## src/rtl/instruction_fetch_unit_if.sv

```systemverilog
// Instruction-memory request/response bus between the fetch unit (master) and memory (slave).
// A request is held at a stable address until the memory answers with a single-cycle ack.
interface instruction_fetch_unit_if;
  logic        req;
  logic [31:0] addr;
  logic        ack;
  logic [31:0] rdata;

  modport master (output req, addr, input ack, rdata);
  modport slave  (input req, addr, output ack, rdata);
endinterface

```

## src/rtl/instruction_fetch_unit.sv

```systemverilog
// IF-stage front end: owns the PC, fetches from instruction memory and drives the IF->ID register.
// Inserts NOP bubbles on wait states and jump flushes; freezes its outputs while hold_i is set.
module instruction_fetch_unit #(
  parameter logic [31:0] RESET_ADDR = 32'h0000_0000,
  parameter logic [31:0] INST_NOP   = 32'h0000_0013,
  parameter logic [31:0] ADDR_STEP  = 32'd4
) (
  input  logic                           sys_clk_i,
  input  logic                           rst_n_i,
  input  logic                           jump_en_i,
  input  logic [31:0]                    jump_addr_i,
  input  logic                           hold_i,
  instruction_fetch_unit_if.master       imem,
  output logic [31:0]                    instruction_addr_o,
  output logic [31:0]                    instruction_o,
  output logic                           instruction_valid_o
);

  typedef enum logic [1:0] {IDLE, FETCH, BUFFERED, DRAIN} state_t;

  state_t      state_q, state_d;
  logic [31:0] pc_q, pc_d;
  logic [31:0] target_q, target_d;
  logic [31:0] buf_inst_q, buf_inst_d;
  logic [31:0] out_addr_q, out_addr_d;
  logic [31:0] out_inst_q, out_inst_d;
  logic        out_valid_q, out_valid_d;

  assign imem.req            = (state_q == FETCH);
  assign imem.addr           = pc_q;
  assign instruction_addr_o  = out_addr_q;
  assign instruction_o       = out_inst_q;
  assign instruction_valid_o = out_valid_q;

  // NOTE: every signal written here gets a default first, so no path leaves one unassigned
  // and no latch is inferred.
  always_comb begin
    state_d     = state_q;
    pc_d        = pc_q;
    target_d    = target_q;
    buf_inst_d  = buf_inst_q;
    out_addr_d  = out_addr_q;
    out_inst_d  = out_inst_q;
    out_valid_d = out_valid_q;

    if (jump_en_i) begin
      // Redirect wins over hold and ack: flush the IF->ID register unconditionally.
      out_inst_d  = INST_NOP;
      out_valid_d = 1'b0;
      target_d    = jump_addr_i;
      unique case (state_q)
        FETCH: begin
          if (imem.ack) pc_d = jump_addr_i;
          else          state_d = DRAIN;  // old request still owns imem.addr
        end
        DRAIN: begin
          if (imem.ack) begin
            pc_d    = jump_addr_i;
            state_d = FETCH;
          end
        end
        default: begin
          pc_d    = jump_addr_i;
          state_d = FETCH;
        end
      endcase
    end else begin
      unique case (state_q)
        IDLE: begin
          state_d = FETCH;
          if (!hold_i) begin
            out_inst_d  = INST_NOP;
            out_valid_d = 1'b0;
          end
        end
        FETCH: begin
          if (imem.ack && hold_i) begin
            // Park the word; pc stays put so it doubles as the buffered address.
            buf_inst_d = imem.rdata;
            state_d    = BUFFERED;
          end else if (imem.ack) begin
            out_addr_d  = pc_q;
            out_inst_d  = imem.rdata;
            out_valid_d = 1'b1;
            pc_d        = pc_q + ADDR_STEP;
          end else if (!hold_i) begin
            out_inst_d  = INST_NOP;
            out_valid_d = 1'b0;
          end
        end
        BUFFERED: begin
          if (!hold_i) begin
            out_addr_d  = pc_q;
            out_inst_d  = buf_inst_q;
            out_valid_d = 1'b1;
            pc_d        = pc_q + ADDR_STEP;
            state_d     = FETCH;
          end
        end
        DRAIN: begin
          if (imem.ack) begin
            pc_d    = target_q;
            state_d = FETCH;
          end
          if (!hold_i) begin
            out_inst_d  = INST_NOP;
            out_valid_d = 1'b0;
          end
        end
        default: state_d = IDLE;
      endcase
    end
  end

  // NOTE: sequential state uses non-blocking assignments so every register samples
  // the pre-edge values, independent of statement order.
  always_ff @(posedge sys_clk_i or negedge rst_n_i) begin
    if (!rst_n_i) begin
      state_q     <= IDLE;
      pc_q        <= RESET_ADDR;
      target_q    <= RESET_ADDR;
      buf_inst_q  <= INST_NOP;
      out_addr_q  <= 32'h0;
      out_inst_q  <= INST_NOP;
      out_valid_q <= 1'b0;
    end else begin
      state_q     <= state_d;
      pc_q        <= pc_d;
      target_q    <= target_d;
      buf_inst_q  <= buf_inst_d;
      out_addr_q  <= out_addr_d;
      out_inst_q  <= out_inst_d;
      out_valid_q <= out_valid_d;
    end
  end

endmodule

```

## src/flat_wrapper.sv

```systemverilog
// flat-port wrapper written by rule: the top's interface ports become plain ports
module instruction_fetch_unit_flat 
#(
  parameter logic [31:0] RESET_ADDR = 32'h0000_0000,
  parameter logic [31:0] INST_NOP   = 32'h0000_0013,
  parameter logic [31:0] ADDR_STEP  = 32'd4
)
  (sys_clk_i, rst_n_i, jump_en_i, jump_addr_i, hold_i, instruction_addr_o, instruction_o, instruction_valid_o, imem_req, imem_addr, imem_ack, imem_rdata);
  instruction_fetch_unit_if imem_i ();
  input  logic sys_clk_i;
  input  logic rst_n_i;
  input  logic jump_en_i;
  input  logic [31:0] jump_addr_i;
  input  logic hold_i;
  output logic [31:0] instruction_addr_o;
  output logic [31:0] instruction_o;
  output logic instruction_valid_o;
  output wire logic [$bits(imem_i.req)-1:0] imem_req;
  output wire logic [$bits(imem_i.addr)-1:0] imem_addr;
  input wire logic [$bits(imem_i.ack)-1:0] imem_ack;
  input wire logic [$bits(imem_i.rdata)-1:0] imem_rdata;
  assign imem_req = imem_i.req;
  assign imem_addr = imem_i.addr;
  assign imem_i.ack = imem_ack;
  assign imem_i.rdata = imem_rdata;
  instruction_fetch_unit #(.RESET_ADDR(RESET_ADDR), .INST_NOP(INST_NOP), .ADDR_STEP(ADDR_STEP)) u_core (.sys_clk_i(sys_clk_i), .rst_n_i(rst_n_i), .jump_en_i(jump_en_i), .jump_addr_i(jump_addr_i), .hold_i(hold_i), .imem(imem_i), .instruction_addr_o(instruction_addr_o), .instruction_o(instruction_o), .instruction_valid_o(instruction_valid_o));
endmodule
```

## config.mk

```make
export PLATFORM = sky130hd
export DESIGN_NAME = instruction_fetch_unit_flat
export DESIGN_NICKNAME = d
export VERILOG_FILES = /design/src/rtl/instruction_fetch_unit_if.sv /design/src/rtl/instruction_fetch_unit.sv /design/src/flat_wrapper.sv
export SDC_FILE = /design/constraint.sdc
export NUM_CORES = 1
export LEC_CHECK = 0
export ABC_AREA = 1
export BUFFER_PORTS_ARGS = -buffer_cell sky130_fd_sc_hd__clkbuf_2
export CORE_UTILIZATION = 35
export DETAILED_ROUTE_END_ITERATION = 6
export PLACE_DENSITY = 0.61
export SETUP_SLACK_MARGIN = 0.15
export SLEW_MARGIN = 0
export SYNTH_ARGS = -nofsm -noshare
export SYNTH_HDL_FRONTEND = slang
export SYNTH_SLANG_ARGS = --single-unit
export TNS_END_PERCENT = 10
```

## constraint.sdc

```tcl
create_clock -name sys_clk_i -period 2 [get_ports sys_clk_i]
set_clock_uncertainty 0.15 [all_clocks]
set_input_delay 0.4 -clock sys_clk_i [delete_from_list [all_inputs] [get_ports sys_clk_i]]
set_output_delay 0.4 -clock sys_clk_i [all_outputs]
set_load 0.05 [all_outputs]
```

==> results.md, run 1 <==
- Crit path max fanout: 20
- Hold worst-path end: u_core.buf_inst_q[4]
- Compound-Gate Fraction of Synth Area: 19.7%
- Final setup margin: 0.0997 ns
- Sw Share: 51.6%
- Die Height: 158 um
- Initial Util: 36.1%
- Final WL: 26.1 mm
- Clk pwr share: 15.6%
- # IOs: 167
- Cell taking the most area after synthesis: dfrtp_1
- P_leak: 5.29 nW
- Peak supply drop: 0.932 mV
- # setup viols final: 0
- CTS tree: built
- Hold path depth: 3
- Place WS: 0.0313 ns
- Pin count of the biggest net entering global routing: 79
- Wire per inst: 16.0 um
- Max frequency: 0.526 GHz
- WHS: 0.0319 ns
- Ys async rst share: 100%
- Port Buf Inserts: 166
- First-pass GRT wire length: 40.6 mm
- Placed Cells: 1586
- Sink Count: 163
- Yosys top cell area share: 45.9%
- Core Rows: 56
- GRT Util Overall: 21.0%
- Layout cells sized above 1: 23.0%
- Worst-path clk slew: 0.07 ns
- Placer congestion estimate: 0.830
- Simple-gate share of the synthesized area: 22.0%
- Required @ worst endpoint: 2.18 ns
- Worst Setup SP: u_core.state_q[0]
- Die width: 158 um
- TNS Setup: 0 ns
- Mean Syn Cell Area: 7.60 sq um
- Vias in the first global route: 7621
- PwrDens: 1850 nW/um^2
- Gr ovfl total: 0
- Mapped Cells: 1127
- Period minus WS final: 1.90 ns
- FF-to-FF End: u_core.imem.addr[31]
- Deepest clock path buffer count: 2
- Seq/Total Area, Yosys: 47.7%
- H-tree Lvls: 4
- Cell variety after synth: 33
- Grt met2 use: 34.9%
- Combinational family with the most area after synthesis: simple AND/OR/NAND/NOR gates
- DRC: 0
- Unrepaired setup endpoints after global routing: true
- Cell area after layout: 10900 sq um
- Post-route ant nets: 0
- Layout Nets: 1376
- 1st-iter DRT viols: 594
- Die area: 25100 sq um
- Crit. End Element: register
- Placed cell areas: 9990 sq um
- P_int: 9.77 mW
- Status: finished, final reports clean
- Mapped Area: 8560 sq um
- Busiest grt layer: met2
- Number of diodes: 0
- Root buffer cell: clkbuf_16
- Total power: 20.2 mW
- EDFF count, synth: 0
- # fillers: 2408
- Met1 usage in global routing: 28.0%
- FF-to-FF Start: u_core.state_q[0]
- Final worst-path cycle share: 95.0%
- Adder-cell share of the synthesized area: 0.731%
- CP startpoint kind: register
- Via Count: 8209
- Min-delay src: imem_rdata[4]
- Top-count cell post-synth: nand2_1
- Sequential Power Share: 28.6%
- Slew @ Worst Pin: 0.409 ns
- Worst slew margin: 72.7%
- Crit Path Class: register to register
- Combinational Power Share: 55.8%
- Sw Pwr: 10.4 mW
- Area contributors post-synth: dfrtp_1 46%, nand2_1 13%, o21ai_0 7.4%
- Met3 Use GR: 4.22%
- Post-synth top cells: 291 x nand2_1, 157 x dfrtp_1, 126 x o21ai_0
- Synth Register Bits: 163
- Hold Path Class: primary input to register
- Mux cell area share after synthesis: 0%
- Synth warn: 0
- Setup slack, reg-to-reg: 0.1 ns
- Core ar.: 23800 sq um
- Synth Flop Type: dfrtp_1
- Vias/cell: 5.02
- Core Util, Final: 45.9%
- Pins over their slew limit: 0
- CP arrival: 2.08 ns
- Max Cap Viol: 0
- DR pass1 iterations: 5
- Clk Latency, worst-skew pair: 0.44 ns
- XOR/XNOR share of the synthesized area: 0.511%
- Cts bufs inserted: 17
- Fin cells: 1634
- Final Hold Viols: 0
- Initial antenna violation count: 0
- Area grow syn2layout: 27.3%
- Syn_nets: 1201
- R2r worst-path depth: 9
- Post-DP HPWL: 17.4 mm
==> layout make-up <==
type	count	area (sq um)	area share, %
Clock buffer	19	433	3.97
Clock inverter	13	120	1.10
Inverter	130	499	4.58
Multi-Input combinational cell	768	3790	34.8
Sequential cell	163	4090	37.6
Tap cell	319	399	3.66
Timing Repair Buffer	222	1560	14.3
==> sequential cells by signal (all words and copies together) (netlist names) <==
register	cells
u_core.target_q	32
u_core.imem.addr	32
u_core.instruction_valid_o	1
u_core.instruction_o	32
u_core.instruction_addr_o	32
u_core.state_q	2
u_core.buf_inst_q	32
==> power by group through the flow <==
stage	sequential, mW	clock (mW)	combinational (mW)
2_1_floorplan	8.72	0	4.44
3_3_place_gp	5.79	0	10.3
3_5_place_dp	5.80	0	10.5
4_1_cts	5.75	3.22	10.7
5_1_grt	5.96	3.36	12.3
6_report	5.78	3.14	11.3
==> worst max path at each step <==
stage	end	cells past startpoint
after floorplan	u_core.instruction_addr_o[11]	10
after global placement	u_core.buf_inst_q[23]	9
after detailed placement	u_core.buf_inst_q[25]	9
after CTS	u_core.imem.addr[23]	10
after global routing	u_core.imem.addr[31]	10
final	u_core.imem.addr[31]	9
==> cells in the final DEF (no fill, tap or decap), types with 12 or more instances in the layout <==
cell type / n
o211ai_1: 31
o21ai_1: 50
nand3_1: 63
buf_4: 32
clkbuf_2: 163
dfrtp_1: 152
nand2_1: 286
nor2_2: 12
o21ai_0: 107
clkbuf_16: 21
buf_12: 15
nor2_1: 56
nand4_1: 18
a21oi_1: 95
inv_1: 119
o21bai_1: 15
==> layer usage <==
layer	routed length, um	up-vias
met5	0	-
met4	301	0
met3	1640	23
met2	12500	281
met1	11600	3847
li1	-	4058
==> worst max-delay path: stages, from the launching register on <==
cell     delay, ns
dfrtp_2       0.45
ha_4          0.19
nand2_4       0.08
nor3_4        0.05
buf_6         0.12
nor2_8        0.12
nand4_4       0.16
buf_12        0.21
a21oi_1       0.17
a21oi_2       0.08
==> repair_timing <==
| action | 4_1_cts | 5_1_grt |
|---|---|---|
| hold buffers | 1 | 0 |
| pin swaps | 3 | 6 |
| hold endpoints to repair | 30 | 0 |
| buffers inserted | 6 | 4 |
| resized for setup | 4 | 44 |
| setup endpoints to repair | 111 | 126 |
| cloned | 1 | 4 |
==> kinds of logic (layout without fill, tap and decap cells) <==
logic type               count (synthesis)  in the layout
adder cells (fa/ha/maj)                  5              5
AND/OR/NAND/NOR                        450            450
buffers and inverters                  196            384
AO/OA/AOI/OAI                          308            308
flip-flops                             163            163
XOR/XNOR                                 5              5
No activity file was read; power rests on OpenSTA's default activity.
==> run 2, diff against run 1 <==
- PLACE_DENSITY: 0.61 -> 0.59
- clock period: 2 -> 1.9 ns (I/O delays scaled with it)
==> run 2 against run 1 <==
Effect of this change:
- the run now ends with setup timing left
- cell count up 2.0%
- register-to-register slack worse by 0.13 ns
- critical path depth is 3 higher
- routed wire length increased by 5.7%
- utilization grew 4.0 points
- flip-flop and latch count stayed put
- combinational power is 19% higher
- critical endpoint is now u_core.imem.addr[27]
- largest power group unchanged
- highest routed layer unchanged
==> results.md, run 2 (synthesis results as in run 1) <==
- Clk Latency, worst-skew pair: 0.44 ns
- Die Height: 158 um
- Place WS: -0.0394 ns
- Pin count of the biggest net entering global routing: 107
- Via Count: 8520
- Hold Path Class: primary input to register
- Layout Nets: 1409
- Core ar.: 23800 sq um
- Worst-path clk slew: 0.08 ns
- FF-to-FF End: u_core.imem.addr[27]
- Sink Count: 163
- Die width: 158 um
- Post-DP HPWL: 17.9 mm
- Peak supply drop: 1.09 mV
- Final setup margin: -0.0323 ns
- Unrepaired setup endpoints after global routing: true
- CP arrival: 2.16 ns
- # fillers: 2289
- WHS: 0.0129 ns
- # IOs: 167
- Pins over their slew limit: 0
- Hold worst-path end: u_core.buf_inst_q[1]
- Crit. End Element: register
- Hold path depth: 3
- Status: finished, violations left
- Max frequency: 0.518 GHz
- Commonest non-fill, non-tap cells in the layout: 230 x nand2_1, 153 x dfrtp_1, 135 x clkbuf_2
- Min-delay src: imem_rdata[1]
- Final Hold Viols: 0
- FF-to-FF Start: u_core.state_q[0]
- Deepest clock path buffer count: 2
- Final WL: 27.6 mm
- Number of diodes: 0
- Gr ovfl total: 0
- Period minus WS final: 1.93 ns
- Crit Path Class: register to register
- First-pass GRT wire length: 42.7 mm
- Area grow syn2layout: 38.3%
- # setup viols final: 14
- Post-route ant nets: 0
- PwrDens: 1970 nW/um^2
- Initial antenna violation count: 0
- Worst slew margin: 60.7%
- GRT Util Overall: 22.2%
- Final worst-path cycle share: 102%
- Cts bufs inserted: 17
- Core Rows: 56
- CTS tree: built
- Commonest non-fill, non-tap cell in the layout: nand2_1
- CP startpoint kind: register
- DRC: 0
- Multi-input gate area: 4110 sq um
- Failing checks: setup timing
- Placer congestion estimate: 0.837
- R2r worst-path depth: 12
- Initial Util: 36.1%
- Setup slack, reg-to-reg: -0.03 ns
- P_leak: 5.65 nW
- TNS Setup: -0.268 ns
- H-tree Lvls: 4
- Layout cells sized above 1: 31.2%
- 1st-iter DRT viols: 586
- Vias/cell: 5.11
- Total power: 23.4 mW
- Wire per inst: 16.5 um
- Worst Setup SP: u_core.state_q[0]
- Vias in the first global route: 8137
- Root buffer cell: clkbuf_16
- Reg area: 4090 sq um
- Port Buf Inserts: 166
- Slew @ Worst Pin: 0.589 ns
- DR pass1 iterations: 5
- Required @ worst endpoint: 2.12 ns
- Crit path max fanout: 6
- Max Cap Viol: 0
- Die area: 25100 sq um
==> run 2: changes by cell type in the layout (fill, tap and decap cells not counted), moves of 10 or more <==
cell      change
clkbuf_2     -28
buf_4        +17
o21ai_0      -38
nand2_2      +42
o21ai_2      +20
nand2_1      -56
nand2_4      +14
o21ai_1      +18
buf_6        +10
==> run 2: cell type report <==
class	instances	share of cell area [%]
Clock buffer	18	3.71
Tap cell	319	3.37
Sequential cell	163	34.6
Inverter	130	4.39
Clock inverter	14	1.60
Timing Repair Buffer	255	17.7
Multi-Input combinational cell	768	34.7
==> run 2: worst max path at each step <==
stage	to	slack, ns	depth (start not counted)
after CTS	imem_req	-0.05	4
after global routing	u_core.imem.addr[6]	-0.11	12
after detailed placement	u_core.buf_inst_q[10]	-0.04	9
after global placement	u_core.imem.addr[24]	0.02	9
after floorplan	u_core.instruction_addr_o[11]	-0.06	10
final	u_core.imem.addr[27]	-0.03	12
==> run 2: critical path, cell delays in order, from the launching register on <==
cell and delay, ns:
dfrtp_1 0.40, buf_6 0.12, ha_4 0.17, nand2_4 0.07
nor3_4 0.04, buf_6 0.12, nor2_8 0.14, nand4_4 0.16
clkinv_4 0.12, buf_6 0.11, buf_16 0.13, nor2_4 0.04
a21oi_2 0.10
==> run 2: stage by stage <==
| stage | utilization [%] | instances | cell area [sq um] |
|---|---|---|---|
| after global routing | 49.8 | 1667 | 11800 |
| after detailed placement | 43.0 | 1610 | 10200 |
| final | 49.8 | 1667 | 11800 |
| after floorplan | - | 1127 | 8620 |
| after CTS | 47.9 | 1659 | 11400 |
| after global placement | 43.0 | 1610 | 10200 |
==> run 2: what timing repair did <==
action	CTS	global route
hold endpoints to repair	157	0
buffers inserted	9	5
gates cloned	7	3
hold buffers	1	0
pin swaps	4	13
gates resized for setup	115	146
setup endpoints to repair	141	158
==> run 2: power by group <==
group | switching (mW) | total [mW] | internal, mW
registers | 1.18 | 6.10 | 4.92
clock network | 1.63 | 3.79 | 2.15
logic | 8.77 | 13.5 | 4.70
total | 11.6 | 23.4 | 11.8
==> run 2: per-layer routing <==
metal | share of wire (%) | vias up | GRT usage [%]
li1 | - | 4128 | -
met1 | 43 | 4048 | 28.5
met2 | 48 | 302 | 37.3
met3 | 6.1 | 42 | 4.41
met4 | 2.2 | 0 | 7.10
met5 | 0 | - | 0
==> run 3, diff against run 2 <==
- clock period: 1.9 -> 1.8 ns (I/O delays scaled with it)
==> run 3 against run 2 <==
Effect of this change:
- the flow still finishes with violations (setup timing)
- via count about the same
- utilization is 1.3 points higher
- sequential power grew 3.8%
- worst hold slack improved by 0.0019 ns
- highest routed layer unchanged
- cell count grew 1.3%
- largest cell class is now sequential cells
- critical endpoint is now imem_req
==> results.md, run 3 (synthesis results as in run 1) <==
- Crit. End Element: primary output
- Clk Latency, worst-skew pair: 0.43 ns
- Setup slack, reg-to-reg: -0.09 ns
- Port Buf Inserts: 166
- Most used cell, CP: buf_6
- Final Hold Viols: 0
- Critical Path End: imem_req
- Die Height: 158 um
- Fin cells: 1689
- Max frequency: 0.512 GHz
- Crit path max fanout: 4
- P_leak: 5.83 nW
- Slowest stage cell on the critical path: dfrtp_2
- Total power: 24.7 mW
- First-pass GRT wire length: 42.7 mm
- Place WS: -0.129 ns
- Final WL: 27.7 mm
- Initial Util: 36.1%
- Peak supply drop: 1.33 mV
- FF-to-FF Start: u_core.state_q[1]
- Die width: 158 um
- CP Cell Sequence: ha_4, buf_6, buf_6, clkbuf_16
- Status: finished, violations left
- Worst slew margin: 70.8%
- Required @ worst endpoint: 1.29 ns
- Slowest Stage Delay on Critical Path: 0.44 ns
- Max Cap Viol: 0
- Unrepaired setup endpoints after global routing: true
- Commonest non-fill, non-tap cells in the layout: 258 x nand2_1, 152 x dfrtp_1, 123 x clkbuf_2
- Pins over their slew limit: 0
- R2r worst-path depth: 10
- Core Rows: 56
- 1st-iter DRT viols: 502
- Post-DP HPWL: 18.1 mm
- Worst Setup SP: u_core.state_q[0]
- Post-route ant nets: 0
- CP arrival: 1.44 ns
- Deepest clock path buffer count: 2
- Core ar.: 23800 sq um
- Worst-path clk slew: 0.07 ns
- Placer congestion estimate: 0.865
- Hold Path Class: primary input to register
- Area grow syn2layout: 41.7%
- PwrDens: 2040 nW/um^2
- Final setup margin: -0.153 ns
- CTS tree: built
- Commonest non-fill, non-tap cell in the layout: nand2_1
- FF-to-FF End: u_core.imem.addr[18]
- # IOs: 167
- Sink Count: 163
- # setup viols final: 34
- CP startpoint kind: register
- H-tree Lvls: 4
- Wire per inst: 16.4 um
- GRT Util Overall: 22.1%
- Vias/cell: 5.04
- Gr ovfl total: 0
- Via Count: 8516
- Layout cells sized above 1: 28.6%
- Die area: 25100 sq um
- Layout Nets: 1431
- Failing checks: setup timing
- Slew @ Worst Pin: 0.437 ns
- Final worst-path cycle share: 109%
- Vias in the first global route: 7986
- Placed Cells: 1634
- Crit Path Class: register to primary output
- Period minus WS final: 1.95 ns
- Number of diodes: 0
- Initial antenna violation count: 0
- Root buffer cell: clkbuf_16
- DR pass1 iterations: 5
- Pin count of the biggest net entering global routing: 107
- DRC: 0
- Cts bufs inserted: 17
-- run 3: routing by layer --
layer / up-vias / part of all wire [%] / GRT usage [%]
met1: 4022 / 43 / 27.8
met2: 287 / 48 / 37.9
met4: 0 / 2.2 / 6.59
met5: - / 0 / 0
li1: 4164 / - / -
met3: 43 / 6.5 / 4.44
-- run 3: per-stage QoR --
| step | TNS (ns) | cell area, sq um | util, % | hold slack, ns |
|---|---|---|---|---|
| CTS | -1.36 | 11900 | 50.2 | 0.00000833 |
| floorplan | -14.80 | 8620 | - | -0.0856 |
| detailed placement | -6.90 | 10400 | 43.7 | 0.150 |
| global route | -9.79 | 12100 | 51.1 | 0.0110 |
| global placement | -3.56 | 10400 | 43.7 | 0.154 |
| finish | -2.15 | 12100 | 51.1 | 0.0148 |
-- run 3: cell type report --
| class | instances | area, sq um |
|---|---|---|
| Inverter | 130 | 522 |
| Multi-Input combinational cell | 768 | 3910 |
| Clock inverter | 12 | 121 |
| Sequential cell | 163 | 4090 |
| Clock buffer | 20 | 447 |
| Tap cell | 319 | 399 |
| Timing Repair Buffer | 277 | 2650 |
| Fill cell | 2269 | 11600 |
-- run 3: worst min-delay path by stage --
stage                                from  slack (ns)                    end  cells after the start
after global routing      jump_addr_i[24]        0.01    u_core.target_q[24]                      3
after detailed placement          rst_n_i        0.15  u_core.buf_inst_q[22]                      1
final                      imem_rdata[16]        0.01  u_core.buf_inst_q[16]                      3
after floorplan                   rst_n_i       -0.09  u_core.buf_inst_q[10]                      0
after global placement            rst_n_i        0.15  u_core.buf_inst_q[22]                      1
after CTS                 jump_addr_i[24]    0.000008    u_core.target_q[24]                      3
-- run 3: report_power, final --
group          switching, mW  internal (mW)
sequential              1.13           5.20
combinational           9.19           5.60
clock                   1.65           1.97
total                   12.0           12.8
-- run 3: critical path: cells and delay by family, from the launching register on --
| family | cells | cell delay, ns |
|---|---|---|
| adder cells (fa/ha/maj) | 1 | 0.19 |
| buffers and inverters | 3 | 0.38 |
| flip-flops | 1 | 0.44 |
-- run 3: what timing repair did --
| action | in CTS | in global routing |
|---|---|---|
| hold buffers | 3 | 0 |
| buffers inserted | 10 | 0 |
| pin swaps | 20 | 5 |
| gates resized for setup | 179 | 54 |
| hold endpoints to repair | 28 | 0 |
| endpoints found under the setup margin | 160 | 170 |
| cloned | 4 | 6 |
